===== config.mk =====
export PLATFORM = sky130hd
export DESIGN_NAME = pwm_duty_ramp_flat
export DESIGN_NICKNAME = d
export VERILOG_FILES = /design/src/rtl/pwm_duty_ramp_if.sv /design/src/rtl/pwm_duty_ramp.sv /design/src/flat_wrapper.sv
export SDC_FILE = /design/constraint.sdc
export NUM_CORES = 1
export LEC_CHECK = 0
export ABC_AREA = 1
export CAP_MARGIN = 20
export CORE_MARGIN = 2
export CORE_UTILIZATION = 35
export DETAILED_ROUTE_END_ITERATION = 8
export SYNTH_ARGS = -nofsm -noshare
export SYNTH_HDL_FRONTEND = slang
export SYNTH_SLANG_ARGS = --single-unit

===== constraint.sdc =====
create_clock -name clk -period 7.45 [get_ports clk]
set_clock_uncertainty 0.1 [all_clocks]
set_input_delay 1.49 -clock clk [delete_from_list [all_inputs] [get_ports clk]]
set_output_delay 1.49 -clock clk [all_outputs]
set_load 0.01 [all_outputs]

===== src/rtl/pwm_duty_ramp_if.sv =====
// rtl/pwm_duty_ramp_if.sv - target request handshake and duty output bundle
interface pwm_duty_ramp_if #(
  parameter int WIDTH = 16
);
  logic             tgt_valid;
  logic             tgt_ready;
  logic [WIDTH-1:0] tgt_duty;
  logic [WIDTH-1:0] tgt_step;
  logic [WIDTH-1:0] duty_out;
  logic             period_start;
  logic             busy;
  logic             done;

  modport master (
    output tgt_valid, tgt_duty, tgt_step,
    input  tgt_ready, duty_out, period_start, busy, done
  );

  modport slave (
    input  tgt_valid, tgt_duty, tgt_step,
    output tgt_ready, duty_out, period_start, busy, done
  );
endinterface


===== src/rtl/pwm_duty_ramp.sv =====
// rtl/pwm_duty_ramp.sv - slews the PWM compare word toward a target, one step per period
module pwm_duty_ramp #(
  parameter int WIDTH  = 16,
  parameter int PERIOD = 20000
) (
  input logic           clk,
  input logic           rst,
  pwm_duty_ramp_if.slave bus
);
  localparam logic [WIDTH-1:0] PERIOD_W = WIDTH'(PERIOD);
  localparam logic [WIDTH-1:0] LAST_CNT = WIDTH'(PERIOD - 1);

  typedef enum logic {
    IDLE,
    RAMP
  } state_t;

  state_t           state;
  logic [WIDTH-1:0] cnt;
  logic [WIDTH-1:0] duty_q;
  logic [WIDTH-1:0] target_q;
  logic [WIDTH-1:0] step_q;
  logic             period_start_q;
  logic             done_q;
  logic             boundary;
  logic [WIDTH:0]   diff;

  // The boundary edge is the last cycle of the period; every duty update lands here.
  assign boundary = (cnt == LAST_CNT);

  // Distance to target, one bit wider so it can never wrap.
  always_comb begin
    diff = '0;
    if (target_q >= duty_q) begin
      diff = {1'b0, target_q} - {1'b0, duty_q};
    end else begin
      diff = {1'b0, duty_q} - {1'b0, target_q};
    end
  end

  // Free-running period counter and the registered period_start pulse.
  always_ff @(posedge clk or posedge rst) begin
    if (rst) begin
      cnt            <= '0;
      period_start_q <= 1'b0;
    end else begin
      period_start_q <= boundary;
      cnt            <= boundary ? '0 : cnt + WIDTH'(1);
    end
  end

  // Request acceptance and per-period slewing of the compare word.
  always_ff @(posedge clk or posedge rst) begin
    if (rst) begin
      state    <= IDLE;
      duty_q   <= '0;
      target_q <= '0;
      step_q   <= WIDTH'(1);
      done_q   <= 1'b0;
    end else begin
      done_q <= 1'b0;
      case (state)
        IDLE: begin
          // Acceptance never steps on the same edge, even if that edge is a boundary.
          if (bus.tgt_valid) begin
            target_q <= (bus.tgt_duty > PERIOD_W) ? PERIOD_W : bus.tgt_duty;
            step_q   <= (bus.tgt_step == '0) ? WIDTH'(1) : bus.tgt_step;
            state    <= RAMP;
          end
        end
        RAMP: begin
          if (boundary) begin
            if (diff <= {1'b0, step_q}) begin
              duty_q <= target_q;
              done_q <= 1'b1;
              state  <= IDLE;
            end else if (target_q > duty_q) begin
              // diff > step here, so the sum stays below target and cannot overflow.
              duty_q <= duty_q + step_q;
            end else begin
              duty_q <= duty_q - step_q;
            end
          end
        end
        default: state <= IDLE;
      endcase
    end
  end

  assign bus.tgt_ready    = (state == IDLE);
  assign bus.busy         = (state == RAMP);
  assign bus.duty_out     = duty_q;
  assign bus.period_start = period_start_q;
  assign bus.done         = done_q;

endmodule


===== src/flat_wrapper.sv =====
// flat-port wrapper written by rule: the top's interface ports become plain ports
module pwm_duty_ramp_flat 
#(
  parameter int WIDTH  = 16,
  parameter int PERIOD = 20000
)
  (clk, rst, bus_tgt_valid, bus_tgt_duty, bus_tgt_step, bus_tgt_ready, bus_duty_out, bus_period_start, bus_busy, bus_done);
  pwm_duty_ramp_if #(.WIDTH(WIDTH)) bus_i ();
  input logic clk;
  input logic rst;
  input wire logic [$bits(bus_i.tgt_valid)-1:0] bus_tgt_valid;
  input wire logic [$bits(bus_i.tgt_duty)-1:0] bus_tgt_duty;
  input wire logic [$bits(bus_i.tgt_step)-1:0] bus_tgt_step;
  output wire logic [$bits(bus_i.tgt_ready)-1:0] bus_tgt_ready;
  output wire logic [$bits(bus_i.duty_out)-1:0] bus_duty_out;
  output wire logic [$bits(bus_i.period_start)-1:0] bus_period_start;
  output wire logic [$bits(bus_i.busy)-1:0] bus_busy;
  output wire logic [$bits(bus_i.done)-1:0] bus_done;
  assign bus_i.tgt_valid = bus_tgt_valid;
  assign bus_i.tgt_duty = bus_tgt_duty;
  assign bus_i.tgt_step = bus_tgt_step;
  assign bus_tgt_ready = bus_i.tgt_ready;
  assign bus_duty_out = bus_i.duty_out;
  assign bus_period_start = bus_i.period_start;
  assign bus_busy = bus_i.busy;
  assign bus_done = bus_i.done;
  pwm_duty_ramp #(.WIDTH(WIDTH), .PERIOD(PERIOD)) u_core (.clk(clk), .rst(rst), .bus(bus_i));
endmodule

==> results of run 1 <==
## cells in the final DEF (no fill, tap or decap), drive strengths merged, types with 3 or more instances in the layout
cell,n
o211ai,3
o21ai,49
nor4,7
buf,4
nor3,10
a21boi,3
nand2,198
xor2,37
mux2i,3
inv,144
a22oi,5
o21bai,9
ha,65
nor2,58
a21o,5
fa,3
clkbuf,10
a31oi,5
clkdlybuf4s50,54
xnor2,9
nand3b,3
nand4,21
or2,3
a21oi,47
dfrtp,66
nand3,72
## registers in the layout (all words and copies together), names as in the netlist
signal,cells
u_core.bus.busy,1
u_core.bus.done,1
u_core.bus.duty_out,16
u_core.bus.period_start,1
u_core.cnt,16
u_core.step_q,16
u_core.target_q,16
## cell type report
cell class,count,area [µm²]
flip-flops and latches,67,1680
multi-input cells,627,3930
repair buffers,58,578
inverters,143,537
fillers,1764,10000
clock inverters,6,71.3
clock buffers,10,239
well taps,225,282
## power by group through the flow
stage / Combinational, mW / Sequential [mW] / Clock, mW
after detailed placement: 0.541 / 0.411 / 0
after global placement: 0.541 / 0.411 / 0
final: 0.546 / 0.405 / 0.447
after floorplan: 0.428 / 0.403 / 0
after CTS: 0.546 / 0.404 / 0.461
after global routing: 0.626 / 0.408 / 0.472
## kinds of logic (layout without fill, tap and decap cells)
logic type	after synthesis	in the layout	synth area share (%)
AND/OR/NAND/NOR	378	378	29.6
buffers and inverters	161	217	10.1
AO/OA/AOI/OAI	131	131	12.1
adder cells (fa/ha/maj)	68	68	14.0
flip-flops	67	67	26.9
XOR/XNOR	46	46	6.47
multiplexers	4	4	0.663
## worst paths after layout
kind,slack [ns],cells after the start,to
min in group asynchronous,1.64,3,u_core.step_q[1]
min reg2reg,0.35,1,u_core.cnt[0]
max in group asynchronous,5.05,3,u_core.bus.duty_out[14]
min,0.35,1,u_core.cnt[0]
max reg2reg,2.95,22,u_core.bus.duty_out[15]
max,2.95,22,u_core.bus.duty_out[15]
## through the flow
stage	utilization, %	worst slack (ns)
after global routing	42.1	2.53
after floorplan	-	3.67
after global placement	40.2	3.04
after detailed placement	40.2	3.03
final	42.1	2.95
after CTS	42.0	2.97
## layer usage
| layer | wire length (µm) | up-vias | GRT usage, % | share of wire (%) |
|---|---|---|---|---|
| met4 | 321 | 0 | 5.73 | 1.9 |
| li1 | - | 2883 | - | - |
| met5 | 0 | - | 0 | 0 |
| met1 | 8340 | 2589 | 27.1 | 49 |
| met2 | 7380 | 126 | 30.5 | 43 |
| met3 | 946 | 27 | 3.27 | 5.6 |
## critical path, stage by stage, from the launching register on
cell      delay (ns)
dfrtp_1         0.47
inv_1           0.07
ha_1            0.35
a21oi_1         0.35
a21oi_1         0.14
nor2_1          0.23
nand3_1         0.18
nand2_1         0.38
inv_1           0.17
nand2_1         0.11
xor2_1          0.16
ha_1            0.30
a21oi_1         0.23
a21boi_0        0.33
o21ai_0         0.26
nand2_1         0.12
nand2_1         0.09
inv_1           0.07
nand2_1         0.05
nand2_1         0.06
nand2_1         0.06
nand3_1         0.07
nand2_1         0.05
==> results.toml, run 1 <==
[critical_path]
r2r-start = "u_core.bus.duty_out[12]"
cp-start-kind = "flop"
path_max_fanout = 12
worstSetupPathType = "reg -> reg"
crit_arrival_ns = 4.64
critPathRequiredTime_ns = 7.59
critPathCaptureType = "flop"
crit_start = "u_core.bus.duty_out[12]"

[logic_synthesis]
syn_avg_cell_area_um2 = 7.28
seq_area_frac_synth_pct = 26.9
synth_area_leaders = "dfrtp_1 27%, ha_1 13%, nand2_1 11%"
synth_edf_count = 0
yosysWarnings = 0
ys_ff_latch = 67
syn_inst = 855
synth_cell_types = 52
synth_flop_cell = "dfrtp_1"
synth_commonest_cells = "188 x nand2_1, 134 x inv_1, 66 x dfrtp_1"
yosysTopAreaCell = "dfrtp_1"
async_reset_ff_share_pct = 100
synthesis.area_um2 = 6230
synth_top_area_share_pct = 26.5
syn-num-nets = 958
yosysMostFrequentCell = "nand2_1"

[place]
gp_congestion = 0.984
placedCellCount = 1119
hpwl_um = 13500
io_buffers = 54
place_area_um2 = 6990

[grt]
grt_overflow = 0
grt_pass1_vias = 5583
antenna_found_initial = 0
grtUsageTotal_pct = 19.3
grt_max_degree = 68
grt_pass1_wl_um = 28000

[pwr]
intPower_uw = 852
p_leak_nw = 3.66
post-layout-total-power_mw = 1.40
seqPwrFrac_pct = 29.0
power_density_nw_per_um2 = 191
peakVddDrop_mv = 0.125
clock_power_share_pct = 32.0
comb_power_share_pct = 39.0
switching_share_pct = 39.1
switching_power_uw = 547

[drt]
first_pass_iters = 5
dr.first_iter.drc_count = 444
wl_per_cell_um = 15.0
vias_per_cell = 4.95
routed_wl_um = 17000
num_vias = 5625
drc = 0
drtAntennaViolNets = 0

[clocking]
cts_buffer_depth = 2
path_clk_slew_ns = 0.06
post-cts-setup-buffers = 0
worst_skew_pair.late_latency_ns = 0.35
cts_tree = "built"
clkSinkCount = 67
htreeDepth = 3
cts_resized = 0
cts_buffers = 9
cts-hold-fix-buffers = 0
root_buffer = "clkbuf_16"

[timing]
hold_viol = 0
min_period_ns = 4.50
fmax_mhz = 222
finalSetupViolCount = 0
fin_crit_sh_pct = 60.4
max_slew.worst_pin.slew_ns = 0.889
slew_headroom_pct = 40.7
grt_setup_unrepaired = "no"
hold_ws_ns = 0.355
setup-tns-final_ns = 0
slew_viol_final = 0

[floorplan]
core_area_um2 = 17400
placementRows = 48
initial_core_util_pct = 35.9
dieArea_um2 = 18900
die_h_um = 137
dieWidth_um = 137
io_pins = 55

[final_layout]
area_growth_syn_to_layout_pct = 17.4
diodes = 0
fin_nets = 1009
layout-drive-gt1-share_pct = 8.56
stdcell_count = 1136
fin_area_um2 = 7310

[job]
maxCapViolations = 0

[outcome]
status = "finished, final reports clean"

[min_path]
min_path_type = "reg -> reg"
min-delay-start = "u_core.cnt[0]"
No activity file was read; power rests on OpenSTA's default activity.
==> run 2, diff against run 1 <==
- clock period: 7.45 -> 4.1 ns (I/O delays scaled with it)
==> results.toml, run 2 (synthesis results as in run 1) <==
[outcome]
status = "finished, final reports clean"

[grt]
antenna_found_initial = 1
grt_overflow = 0
grt_pass1_wl_um = 29000
grtUsageTotal_pct = 20.0
grt_max_degree = 54
grt_pass1_vias = 5599

[floorplan]
dieWidth_um = 137
core_area_um2 = 17400
dieArea_um2 = 18900
io_pins = 55
initial_core_util_pct = 35.9
placementRows = 48
die_h_um = 137

[timing]
setup-tns-final_ns = 0
fin_crit_sh_pct = 96.2
slew_headroom_pct = 52.4
hold_viol = 0
max_slew.worst_pin.slew_ns = 0.713
slew_viol_final = 0
min_period_ns = 3.95
finalSetupViolCount = 0
fmax_mhz = 253

[drt]
drc = 0
drtAntennaViolNets = 0
first_pass_iters = 5
vias_per_cell = 4.99
dr.first_iter.drc_count = 407
routed_wl_um = 18200
wl_per_cell_um = 15.6
num_vias = 5842

[critical_path]
critPathRequiredTime_ns = 4.24
critPathCaptureType = "flop"
worstSetupPathType = "reg -> reg"
path_max_fanout = 8
crit_arrival_ns = 4.08
cp-start-kind = "flop"

[place]
placedCellCount = 1146
gp_congestion = 0.986
io_buffers = 54
hpwl_um = 14400
place_area_um2 = 7200

[pwr]
power_density_nw_per_um2 = 350
peakVddDrop_mv = 0.274
p_leak_nw = 3.86
post-layout-total-power_mw = 2.69

[job]
maxCapViolations = 0

[final_layout]
layout-drive-gt1-share_pct = 13.8
area_growth_syn_to_layout_pct = 23.7
diodes = 0
fill_cells = 1757
stdcell_count = 1170
layout_commonest_cell = "nand2_1"
final_core_util_pct = 44.4
layout_common_cells = "185 x nand2_1, 132 x inv_1, 66 x dfrtp_1, 60 x ha_1, 54 x clkdlybuf4s50_1"
fin_area_um2 = 7700
fin_nets = 1043

[clocking]
htreeDepth = 3
cts_buffer_depth = 2
path_clk_slew_ns = 0.06
clkSinkCount = 67
cts-hold-fix-buffers = 0
worst_skew_pair.late_latency_ns = 0.35
cts_tree = "built"
cts_buffers = 9
root_buffer = "clkbuf_16"

[min_path]
min_path_type = "reg -> reg"
run 2: cell types whose count changed in the layout (fill, tap and decap cells not counted), sizes merged:
cell      delta
nand4        +1
clkinv       +1
clkinvlp     -2
inv          +1
buf         +33
run 2: cell type report:
type	instances	area (µm²)	area share [%]
Timing Repair Buffer	91	831	10.8
Inverter	143	537	6.97
Clock inverter	6	70.1	0.910
Clock buffer	10	239	3.10
Multi-Input combinational cell	628	4070	52.8
Sequential cell	67	1680	21.8
Tap cell	225	282	3.66
run 2: critical path, stage by stage (launching register included):
cell and delay [ns]:
dfrtp_1 0.40, ha_1 0.36, nand2_1 0.12, inv_2 0.10, nand2_2 0.08, nor2_4 0.15
nand3_4 0.13, buf_4 0.18, nand2_2 0.15, inv_1 0.11, nand2_1 0.08, xor2_1 0.25
ha_1 0.33, nand2_1 0.09, nand2_1 0.07, a31oi_1 0.31, nand3_1 0.21, a21oi_1 0.19
xor2_1 0.19, nand2_1 0.09, nand3_1 0.07, nand2_1 0.05
run 2: through the flow:
stage	setup WS, ns	hold WS (ns)
2_1_floorplan	0.317	0.325
3_3_place_gp	-0.000115	0.348
3_5_place_dp	0.0177	0.352
4_1_cts	0.00876	0.361
5_1_grt	-0.0413	0.378
6_report	0.154	0.359
run 2: worst paths after layout:
path,from,endpoint,cells after the start,slack (ns)
max,u_core.target_q[12],u_core.bus.duty_out[13],21,0.15
max reg2reg,u_core.target_q[12],u_core.bus.duty_out[13],21,0.15
min reg2reg,u_core.cnt[0],u_core.cnt[0],1,0.36
max in group asynchronous,rst,u_core.step_q[0],3,2.40
min in group asynchronous,rst,u_core.step_q[2],2,0.81
min,u_core.cnt[0],u_core.cnt[0],1,0.36
run 2: where the power goes:
part | switching (mW) | leakage [nW] | total [mW] | internal (mW)
Clock | 0.327 | 0.154 | 0.821 | 0.494
Sequential | 0.0302 | 0.854 | 0.730 | 0.700
Combinational | 0.718 | 2.85 | 1.14 | 0.425
run 2: repair_timing:
item,4_1_cts,5_1_grt
pin swaps,0,10
setup buffers,0,7
gates resized for setup,1,28
gates cloned,0,1
endpoints found under the setup margin,1,18
run 2: layer usage:
layer,wire (µm),up-vias,GRT usage (%)
met5,0,-,0
met4,212,0,4.30
met3,843,18,2.83
met2,8410,127,32.8
met1,8780,2737,28.0
li1,-,2960,-
==> run 3, diff against run 2 <==
- CORE_MARGIN: 2 -> unset
- GPL_TIMING_DRIVEN: unset -> 0
==> results.toml, run 3 (synthesis results as in run 1) <==
[outcome]
status = "finished, final reports clean"

[place]
io_buffers = 54
gp_congestion = 0.900
hpwl_um = 14500
place_area_um2 = 7080
pre_cts_slack_ns = -0.474

[critical_path]
cp_common_cell = "nand2_1"
critPathCaptureType = "flop"
critPathRequiredTime_ns = 4.29
cp-start-kind = "flop"
r2r_slack_ns = 0.12
cp_slowest_cell = "dfrtp_2"
crit_buf_inv = 5
crit_arrival_ns = 4.17
critPathTopFamily = "simple AND/OR/NAND/NOR gates"
worstSetupPathType = "reg -> reg"
path_max_fanout = 8
slowest_delay_ns = 0.38

[drt]
drc = 0
routed_wl_um = 19100
dr.first_iter.drc_count = 410
wl_per_cell_um = 16.1
drtAntennaViolNets = 0
first_pass_iters = 6
vias_per_cell = 5.01
num_vias = 5946

[clocking]
worst_skew_pair.late_latency_ns = 0.35
path_clk_slew_ns = 0.06
cts_buffer_depth = 2
clkSinkCount = 67
root_buffer = "clkbuf_16"
cts_tree = "built"
cts_buffers = 9
htreeDepth = 3

[timing]
fin_crit_sh_pct = 97.2
max_slew.worst_pin.slew_ns = 1.02
slew_viol_final = 0
grt_setup_unrepaired = "yes"
finalSetupViolCount = 0
hold_ws_ns = 0.355
worst_slack_ns = 0.116
slew_headroom_pct = 32.0
hold_viol = 0
fmax_mhz = 251
min_period_ns = 3.98

[pwr]
p_leak_nw = 3.94
power_density_nw_per_um2 = 346
peakVddDrop_mv = 0.218

[final_layout]
layout_commonest_cell = "nand2_1"
regArea_um2 = 1700
fill_cells = 1738
multi_input_area_um2 = 4290
diodes = 0
layout-drive-gt1-share_pct = 18.4
area_growth_syn_to_layout_pct = 30.2
layout_common_cells = "178 x nand2_1, 132 x inv_1, 54 x clkdlybuf4s50_1, 52 x ha_1, 51 x dfrtp_1"
fin_area_um2 = 8110
fin_nets = 1060

[floorplan]
initial_core_util_pct = 35.9
placementRows = 48
die_h_um = 135
dieWidth_um = 135
core_area_um2 = 17400
dieArea_um2 = 18300
io_pins = 55

[min_path]
min_path_type = "reg -> reg"

[job]
maxCapViolations = 0

[grt]
grt_pass1_wl_um = 29400
grt_max_degree = 68
grt_pass1_vias = 5719
grtUsageTotal_pct = 21.3
grt_overflow = 0
antenna_found_initial = 0
## run 3: cell count changes in the layout (fill, tap and decap cells not counted), sizes merged
cell / previous run / this run
inv: 145 / 142
nand4: 22 / 21
buf: 37 / 45
bufinv: 1 / 0
clkbuf: 10 / 20
clkinvlp: 0 / 4
## run 3: worst register-to-register path, delay by kind of cell (launching register included)
kind	cells	cell delay [ns]
DFF	1	0.38
buffers and inverters	5	0.55
and+or+nand+nor	19	1.78
xor gates and xnor gates	1	0.21
adders and majority gates	2	0.56
muxes	1	0.33
## run 3: area by class of cell
class	count	area share [%]
Tap cell	225	3.47
Multi-Input combinational cell	627	52.9
Timing Repair Buffer	91	10.8
Clock inverter	6	0.602
Inverter	143	6.70
Clock buffer	10	2.95
Buffer	18	1.67
Sequential cell	67	20.9
## run 3: final timing paths
| check | start | to | cells after the start |
|---|---|---|---|
| setup reg to reg | u_core.bus.duty_out[5] | u_core.bus.duty_out[11] | 28 |
| setup / recovery | u_core.bus.duty_out[5] | u_core.bus.duty_out[11] | 28 |
| hold reg to reg | u_core.cnt[0] | u_core.cnt[0] | 1 |
| min in group asynchronous | rst | u_core.step_q[1] | 3 |
| hold / removal | u_core.cnt[0] | u_core.cnt[0] | 1 |
| max in group asynchronous | rst | u_core.bus.duty_out[15] | 3 |
## run 3: timing repair
item / in CTS / in global routing
hold buffers: 0 / 0
buffers inserted: 5 / 30
cloned: 0 / 1
gates resized for setup: 28 / 71
endpoints found under the setup margin: 18 / 18
pin swaps: 2 / 29
## run 3: stage by stage
stage | instances | power [mW] | utilization [%] | setup TNS (ns)
after floorplan | 855 | 1.51 | - | 0
after global placement | 1134 | 1.78 | 40.6 | -5.06
after detailed placement | 1135 | 1.80 | 40.8 | -5.89
after CTS | 1156 | 2.60 | 43.2 | 0
after global routing | 1187 | 2.98 | 46.7 | -0.934
final | 1187 | 2.80 | 46.7 | 0
## run 3: power breakdown
| part | internal [mW] | switching (mW) |
|---|---|---|
| sequential | 0.700 | 0.0386 |
| combinational | 0.522 | 0.771 |
| clock | 0.430 | 0.341 |
| total | 1.65 | 1.15 |
## run 3: metal layers
metal  GRT usage, %  vias up  routed length (µm)
met2           35.1      124                8950
met1           28.2     2818                8740
met5              0        -                   0
met4           7.12        0                 418
met3           3.52       20                1020
li1               -     2984                   -
